## config.mk

```make
export PLATFORM = sky130hd
export DESIGN_NAME = queue_counter_flat
export DESIGN_NICKNAME = d
export VERILOG_FILES = /design/src/rtl/queue_pkg.sv /design/src/rtl/queue_counter_if.sv /design/src/rtl/queue_counter_beam_detect.sv /design/src/rtl/queue_counter.sv /design/src/flat_wrapper.sv
export SDC_FILE = /design/constraint.sdc
export NUM_CORES = 1
export LEC_CHECK = 0
export ABC_AREA = 1
export ABC_CLOCK_PERIOD_IN_PS = 2700
export CORE_ASPECT_RATIO = 0.9
export CORE_MARGIN = 1
export CORE_UTILIZATION = 35
export CTS_CLUSTER_DIAMETER = 200
export DETAILED_ROUTE_END_ITERATION = 6
export SLEW_MARGIN = 5
export SYNTH_ARGS = -nofsm -noshare
export SYNTH_HDL_FRONTEND = slang
export SYNTH_SLANG_ARGS = --single-unit
export TNS_END_PERCENT = 10
```

## constraint.sdc

```tcl
create_clock -name clk -period 2.7 [get_ports clk]
set_input_delay 0.675 -clock clk [delete_from_list [all_inputs] [get_ports clk]]
set_output_delay 0.675 -clock clk [all_outputs]
set_load 0.03 [all_outputs]
```

## src/rtl/queue_pkg.sv

```systemverilog
// Shared types and widths for the queue occupancy counter and its beam detectors.
package queue_pkg;

  localparam int P_W       = 3;
  localparam int T_W       = 2;
  localparam int P_MAX_DEF = 7;

  typedef enum logic {
    IDLE    = 1'b0,
    BLOCKED = 1'b1
  } sens_state_t;

endpackage

```

## src/rtl/queue_counter_if.sv

```systemverilog
// Sensor inputs, occupancy/status outputs and detector state visibility for queue_counter.
interface queue_counter_if;
  import queue_pkg::*;

  logic             sensEntry;
  logic             sensExit;
  logic             clrErr;
  logic [P_W-1:0]   pCount;
  logic             full;
  logic             empty;
  logic             ovf;
  logic             unf;
  logic             upd;
  sens_state_t      st_entry;
  logic             ev_entry;
  sens_state_t      st_exit;
  logic             ev_exit;

  // Level/strobe bus, no handshake: sensors are free-running levels, clrErr is a
  // one-cycle pulse, upd/ev_* are one-cycle strobes, everything else is a level.
  modport master (
    output sensEntry, sensExit, clrErr,
    input  pCount, full, empty, ovf, unf, upd, st_entry, ev_entry, st_exit, ev_exit
  );

  modport slave (
    input  sensEntry, sensExit, clrErr,
    output pCount, full, empty, ovf, unf, upd, st_entry, ev_entry, st_exit, ev_exit
  );
endinterface

```

## src/rtl/queue_counter_beam_detect.sv

```systemverilog
// Beam detector: 2-flop synchronizer, optional debounce (QUEUE_DEBOUNCE_EN), IDLE/BLOCKED FSM.
// Emits a one-cycle ev when a blocked beam clears, i.e. a person has fully passed.
module beam_detect
  import queue_pkg::*;
#(
  parameter int DEB_CYCLES = 4
) (
  input  logic        clk,
  input  logic        rst,
  input  logic        sens,
  output logic        ev,
  output sens_state_t state
);

  if (DEB_CYCLES < 1 || DEB_CYCLES > 15) begin : g_bad_deb
    $error("beam_detect: DEB_CYCLES out of range 1..15");
  end

  logic [1:0] sync;
  logic       filt;

  always_ff @(posedge clk) begin
    if (rst) sync <= 2'b00;
    else     sync <= {sync[0], sens};
  end

`ifdef QUEUE_DEBOUNCE_EN
  localparam logic [3:0] DEB_LAST = 4'(DEB_CYCLES - 1);
  logic [3:0] deb_cnt;

  // Level is accepted only after DEB_CYCLES consecutive differing samples.
  always_ff @(posedge clk) begin
    if (rst) begin
      filt    <= 1'b0;
      deb_cnt <= 4'd0;
    end else if (sync[1] == filt) begin
      deb_cnt <= 4'd0;
    end else if (deb_cnt == DEB_LAST) begin
      filt    <= sync[1];
      deb_cnt <= 4'd0;
    end else begin
      deb_cnt <= deb_cnt + 4'd1;
    end
  end
`else
  assign filt = sync[1];
`endif

  always_ff @(posedge clk) begin
    if (rst) begin
      state <= IDLE;
      ev    <= 1'b0;
    end else begin
      ev <= 1'b0;
      case (state)
        IDLE:    if (filt) state <= BLOCKED;
        BLOCKED: if (!filt) begin
          state <= IDLE;
          ev    <= 1'b1;
        end
        default: state <= IDLE;
      endcase
    end
  end

endmodule

```

## src/rtl/queue_counter.sv

```systemverilog
// Queue occupancy counter fed by entrance/service beam detectors; saturating, sticky errors.
// Optional sensor debounce is enabled with `define QUEUE_DEBOUNCE_EN.
module queue_counter
  import queue_pkg::*;
#(
  parameter int DEB_CYCLES = 4,
  parameter int P_MAX      = P_MAX_DEF
) (
  input  logic            clk,
  input  logic            rst,
  queue_counter_if.slave  bus
);

  localparam logic [P_W-1:0] CMAX = P_W'(P_MAX);

  logic           ev_in, ev_out;
  logic [P_W-1:0] cnt_nxt;
  logic           upd_nxt, ovf_set, unf_set;

  beam_detect #(.DEB_CYCLES(DEB_CYCLES)) u_entry (
    .clk(clk), .rst(rst), .sens(bus.sensEntry), .ev(ev_in), .state(bus.st_entry)
  );

  beam_detect #(.DEB_CYCLES(DEB_CYCLES)) u_exit (
    .clk(clk), .rst(rst), .sens(bus.sensExit), .ev(ev_out), .state(bus.st_exit)
  );

  assign bus.ev_entry = ev_in;
  assign bus.ev_exit  = ev_out;

  // Simultaneous entry and exit cancel: no change, no strobe, no error.
  always_comb begin
    cnt_nxt = bus.pCount;
    upd_nxt = 1'b0;
    ovf_set = 1'b0;
    unf_set = 1'b0;
    if (ev_in && !ev_out) begin
      if (bus.pCount < CMAX) begin
        cnt_nxt = bus.pCount + 1'b1;
        upd_nxt = 1'b1;
      end else begin
        ovf_set = 1'b1;
      end
    end else if (ev_out && !ev_in) begin
      if (bus.pCount != '0) begin
        cnt_nxt = bus.pCount - 1'b1;
        upd_nxt = 1'b1;
      end else begin
        unf_set = 1'b1;
      end
    end
  end

  // full/empty come from the same next value so they never lag pCount.
  always_ff @(posedge clk) begin
    if (rst) begin
      bus.pCount <= '0;
      bus.full   <= 1'b0;
      bus.empty  <= 1'b1;
      bus.upd    <= 1'b0;
      bus.ovf    <= 1'b0;
      bus.unf    <= 1'b0;
    end else begin
      bus.pCount <= cnt_nxt;
      bus.full   <= (cnt_nxt == CMAX);
      bus.empty  <= (cnt_nxt == '0);
      bus.upd    <= upd_nxt;
      bus.ovf    <= ovf_set | (bus.ovf & ~bus.clrErr);
      bus.unf    <= unf_set | (bus.unf & ~bus.clrErr);
    end
  end

endmodule

```

## src/flat_wrapper.sv

```systemverilog
// flat-port wrapper written by rule: the top's interface ports become plain ports
module queue_counter_flat import queue_pkg::*;
#(
  parameter int DEB_CYCLES = 4,
  parameter int P_MAX      = P_MAX_DEF
)
  (clk, rst, bus_sensEntry, bus_sensExit, bus_clrErr, bus_pCount, bus_full, bus_empty, bus_ovf, bus_unf, bus_upd, bus_st_entry, bus_ev_entry, bus_st_exit, bus_ev_exit);
  queue_counter_if bus_i ();
  input  logic clk;
  input  logic rst;
  input wire logic [$bits(bus_i.sensEntry)-1:0] bus_sensEntry;
  input wire logic [$bits(bus_i.sensExit)-1:0] bus_sensExit;
  input wire logic [$bits(bus_i.clrErr)-1:0] bus_clrErr;
  output wire logic [$bits(bus_i.pCount)-1:0] bus_pCount;
  output wire logic [$bits(bus_i.full)-1:0] bus_full;
  output wire logic [$bits(bus_i.empty)-1:0] bus_empty;
  output wire logic [$bits(bus_i.ovf)-1:0] bus_ovf;
  output wire logic [$bits(bus_i.unf)-1:0] bus_unf;
  output wire logic [$bits(bus_i.upd)-1:0] bus_upd;
  output wire logic [$bits(bus_i.st_entry)-1:0] bus_st_entry;
  output wire logic [$bits(bus_i.ev_entry)-1:0] bus_ev_entry;
  output wire logic [$bits(bus_i.st_exit)-1:0] bus_st_exit;
  output wire logic [$bits(bus_i.ev_exit)-1:0] bus_ev_exit;
  assign bus_i.sensEntry = bus_sensEntry;
  assign bus_i.sensExit = bus_sensExit;
  assign bus_i.clrErr = bus_clrErr;
  assign bus_pCount = bus_i.pCount;
  assign bus_full = bus_i.full;
  assign bus_empty = bus_i.empty;
  assign bus_ovf = bus_i.ovf;
  assign bus_unf = bus_i.unf;
  assign bus_upd = bus_i.upd;
  assign bus_st_entry = bus_i.st_entry;
  assign bus_ev_entry = bus_i.ev_entry;
  assign bus_st_exit = bus_i.st_exit;
  assign bus_ev_exit = bus_i.ev_exit;
  queue_counter #(.DEB_CYCLES(DEB_CYCLES), .P_MAX(P_MAX)) u_core (.clk(clk), .rst(rst), .bus(bus_i));
endmodule
```

# Word level (Yosys, flattened, before mapping)
# Cells that the tools add are included.
# totals
register_bits	16
out_inout_bits	12
in_bits	5
# op_classes
n_reduce_logical	8
n_eq_ne	1
add_sub_neg	2
n_mux	17
bitwise_logic	7
magnitude_cmp	1
# op_table
operator	count
two-way mux 1 bit	13
two-way mux 3 bit	4
OR reduction 2 bit	2
adder 3 x 1 -> 3 bit, second input constant	1
== test 3 bit, second input constant	1
zero test 3 bit	1
less-than comparator 3 bit, second input constant	1
inverter 1 bit	3
nonzero test 3 bit	1
subtractor 3 x 1 -> 3 bit, second input constant	1
AND 1 bit	2
logical AND 1 bit	2
zero test 1 bit	2
OR 1 bit	2

# Longest topological paths before layout
# logic_depth
ltp_word	5
mapped_depth	10
depth_no_buf	10

# Hierarchy
# A second synthesis with hierarchy kept.
# hier_totals
cells_unflattened	90
hier_area_um2	670.6
# by_module_without_submodules
mod	instances	cells_per_inst	area_per_inst_um2
queue_counter	1	66	440.4
beam_detect	2	12	115.1

# Least setup slack after synthesis
# Ideal clock, no wire load.
# synth_timing
path_kind	reg2reg
start	reg u_core.bus.pCount[0]
end	reg u_core.bus.full
n_path_buf	0
required_time_ps	2586
setup_time_ps	114
setup_slack_ps	1191
path_stages_with_launch	11
arrival_time_ps	1395
path_cell_list	dfxtp_1 -> inv_1 -> ha_1 -> nand2_1 -> nand2_2 -> nand2_1 -> nand3_1 -> nand2_1 -> inv_1 -> nand2_1 -> nor2_1
# synth_between
elab_chain_len	5
word_cells_on_any_way	9
# synth_rtl
item	line_no	text
start, declared	queue_counter_if.sv:28	output pCount, full, empty, ovf, unf, upd, st_entry, ev_entry, st_exit, ev_exit
start signal, assigned	queue_counter.sv:64	bus.pCount <= cnt_nxt;
subtractor 3 x 1 -> 3 bit or nonzero test 3 bit (tied branches)	queue_counter.sv:46, queue_counter.sv:45	
two-way mux 3 bit	queue_counter.sv:45	if (bus.pCount != '0) begin
two-way mux 3 bit	queue_counter.sv:44	end else if (ev_out && !ev_in) begin
two-way mux 3 bit (*)	queue_counter.sv:37	if (ev_in && !ev_out) begin
== test 3 bit (*)	queue_counter.sv:65	bus.full <= (cnt_nxt == CMAX);
end signal, assigned	queue_counter.sv:65	
end, declared	queue_counter_if.sv:28	
# Mark *: on every way between the ends. The rest lies on a longest branch, timed or not.
# A chain may end at the register's enable or synchronous reset.

# Worst setup path in the final report
# layout_timing
start	reg u_core.u_exit.ev
end	out bus_ev_exit
# layout_rtl
item	line_no	text
start, declared	queue_counter_beam_detect.sv:11	output logic ev,
start signal, assigned	queue_counter_beam_detect.sv:52	ev <= 1'b0;
start signal, assigned	queue_counter_beam_detect.sv:54	ev <= 1'b0;
start signal, assigned	queue_counter_beam_detect.sv:59	ev <= 1'b1;
end, declared	flat_wrapper.sv:23	output wire logic [$bits(bus_i.ev_exit)-1:0] bus_ev_exit;
# No word-level cell between the ends.

==> results.ini <==
[status]
status=complete, no violations

[timing]
setup_viol=0
hold_viol=0
max_slew.worst_pin.slew_ps=505
finalCritPeriodShare_pct=79.2
final-max-slew-violation-count=0
fin_crit_ps=2140
holdWs_ps=406
max_freq_mhz=468
grt_setup_unrepaired=false
finClkSkew_ps=5.10
max-slew-margin-rel_pct=66.3
setup_ws_ps=563
setup_tns_ps=0

[clock_network]
cts_resized=0
cts_tree=done
clockBufferDepth=2
cts.htree.levels=1
cts_setup_buffers=0
cts_hold_buf=0
path_clk_slew_ps=90
insertion_delay_ps=280
clkSinkCount=16
cts_root_buffer=clkbuf_4
cts_buffers=3

[critical_path]
crit_type=flop to primary output
path_buf_inv=1
r2r_cells=10
cp_max_fo=5
critPathLaunchType=flop
max_stage_delay_ps=720
reg2reg_from=u_core.bus.pCount[0]
worstPathRequired_ps=2030
rrSetupSlack_ps=1280
arrival_ps=1460
reg2reg_to=u_core.bus.empty
crit_chain=clkdlybuf4s50_1
cpLargestDelayFamily=buffers and inverters
slowest_stage=clkdlybuf4s50_1
worstSetupEndpointType=primary output

[synthesis]
syn-cell-area_sq_um=687
yosys_warnings=0
yosys.area.top_type=dfxtp_1
yosys.area_share.adder_pct=5.46
synthSimpleGateAreaFrac_pct=29.7
syn_area_per_cell_sq_um=7.55
synth_cell_type_count=16
syn_inst=91
synth_compound_area_share_pct=4.92
synthMuxAreaShare_pct=0
synth_nets=99
synth_top_area_share_pct=46.6
synthTopCellsByArea=dfxtp_1 47%, nand2_1 10%, inv_1 9.8%, nor2_1 7.1%, ha_1 5.5%
ys_ff_latch=16
synth-xor-area-share_pct=1.28
synth-seq-area-share_pct=46.6
synth_top_family_by_area=simple AND/OR/NAND/NOR gates

[grt]
grt_use_total_pct=12.4
grt_max_degree=14
grt_first_pass_wirelength_um=1910
antenna_found_initial=0
overflow=0
grt_pass1_vias=447

[placement]
placed_area_sq_um=873
io_buffers=16
post-dp-hpwl_um=854
dp.cells=130
post-place-ws_ps=852
place.gp.congestion=0.773

[run]
max-cap-violations=0

[finish]
nNetsFinal=119
antenna_cells=0
drive_above_1_share_pct=11.9
area_growth_pct=30.4
finish.instance_area_sq_um=896
final_cell_count_no_fill=133

[routing]
routed_wl_um=1120
viasPerCell=4.38
drtIter0Drc=7
drc=0
wl_per_cell_um=8.41
vias=582
drtPass1Iterations=4
ant_nets=0

[die]
io_pins=17
die_width_um=48.7
die_height_um=44.0
initial_core_util_pct=39.2
core_sq_um=1750
std_cell_rows=14
die_area_sq_um=2140

[power]
p_leak_uw=0.000403
ir_drop_mv=0.500
p_per_area_nw_per_um2=459

[hold_path]
whs_path_depth=2
hold_path_class=flop to flop
whs_endpoint=u_core.u_exit.sync[1]
min_from=u_core.u_exit.sync[0]

-- cell type report --
type,instances,area (sq um)
Timing Repair Buffer,16,160
Sequential cell,16,320
Clock buffer,3,22.5
Inverter,21,78.8
Tap cell,24,30.0
Multi-Input combinational cell,53,284
Fill cell,181,856
-- how the worst max path moves through the flow --
| stage | from | cells after the start | to | slack (ps) |
|---|---|---|---|---|
| 6_report | u_core.u_exit.ev | 1 | bus_ev_exit | 560 |
| 5_1_grt | u_core.u_exit.ev | 1 | bus_ev_exit | 490 |
| 4_1_cts | u_core.u_exit.ev | 1 | bus_ev_exit | 550 |
| 3_5_place_dp | rst | 4 | u_core.u_exit.ev | 850 |
| 3_3_place_gp | rst | 4 | u_core.u_exit.ev | 880 |
| 2_1_floorplan | u_core.bus.pCount[0] | 10 | u_core.bus.full | 1190 |
-- kinds of logic after synthesis --
group / Yosys count
buffers and inverters: 22
XOR/XNOR: 1
AO/OA/AOI/OAI: 4
flip-flops: 16
adder cells (fa/ha/maj): 3
AND/OR/NAND/NOR: 45
-- synthesized netlist by cell type --
cell type	count
a21oi_1	2
inv_1	18
inv_2	3
nor2_2	1
clkbuf_1	1
a22oi_1	1
ha_1	3
nand4_1	1
xnor2_1	1
dfxtp_1	16
nand3_1	6
nor2_4	2
nand2_1	19
nor2_1	13
nand2_2	3
a21oi_4	1
-- per-stage QoR --
step / utilization (%) / power [uW]
after CTS: 51.1 / 420
after detailed placement: 49.9 / 298
after floorplan: - / 279
after global routing: 51.1 / 440
after global placement: 49.9 / 298
final: 51.1 / 411
-- flip-flops by register name (all words and copies together) (netlist names) --
register,count
u_core.bus.empty,1
u_core.bus.full,1
u_core.bus.ovf,1
u_core.bus.pCount,3
u_core.bus.unf,1
u_core.bus.upd,1
u_core.u_entry.ev,1
u_core.u_entry.state,1
u_core.u_entry.sync,2
u_core.u_exit.ev,1
u_core.u_exit.state,1
u_core.u_exit.sync,2
-- placed cells by master (no fill, tap or decap), types with 2 or more instances in the layout --
cell type and n:
clkdlybuf4s50_1 16, clkbuf_4 3, dfxtp_1 16, inv_1 18, nand2_1 19, a21oi_1 2
nor2_1 13, nor2_4 2, nand2_2 3, ha_1 3, inv_2 3, nand3_1 6
-- power by group --
part	internal, uW	switching (uW)	total (uW)
clock network	51.7	67.3	119
logic	19.1	25.9	45.0
registers	243	4.49	247
-- routing by layer --
metal | global-route usage, % | vias to the layer above | wire length [um]
li1 | - | 307 | -
met1 | 14.9 | 252 | 541
met2 | 18.9 | 21 | 476
met3 | 6.19 | 2 | 87
met4 | 5.29 | 0 | 13
met5 | 0 | - | 0
(Power assumes the default switching activity.)
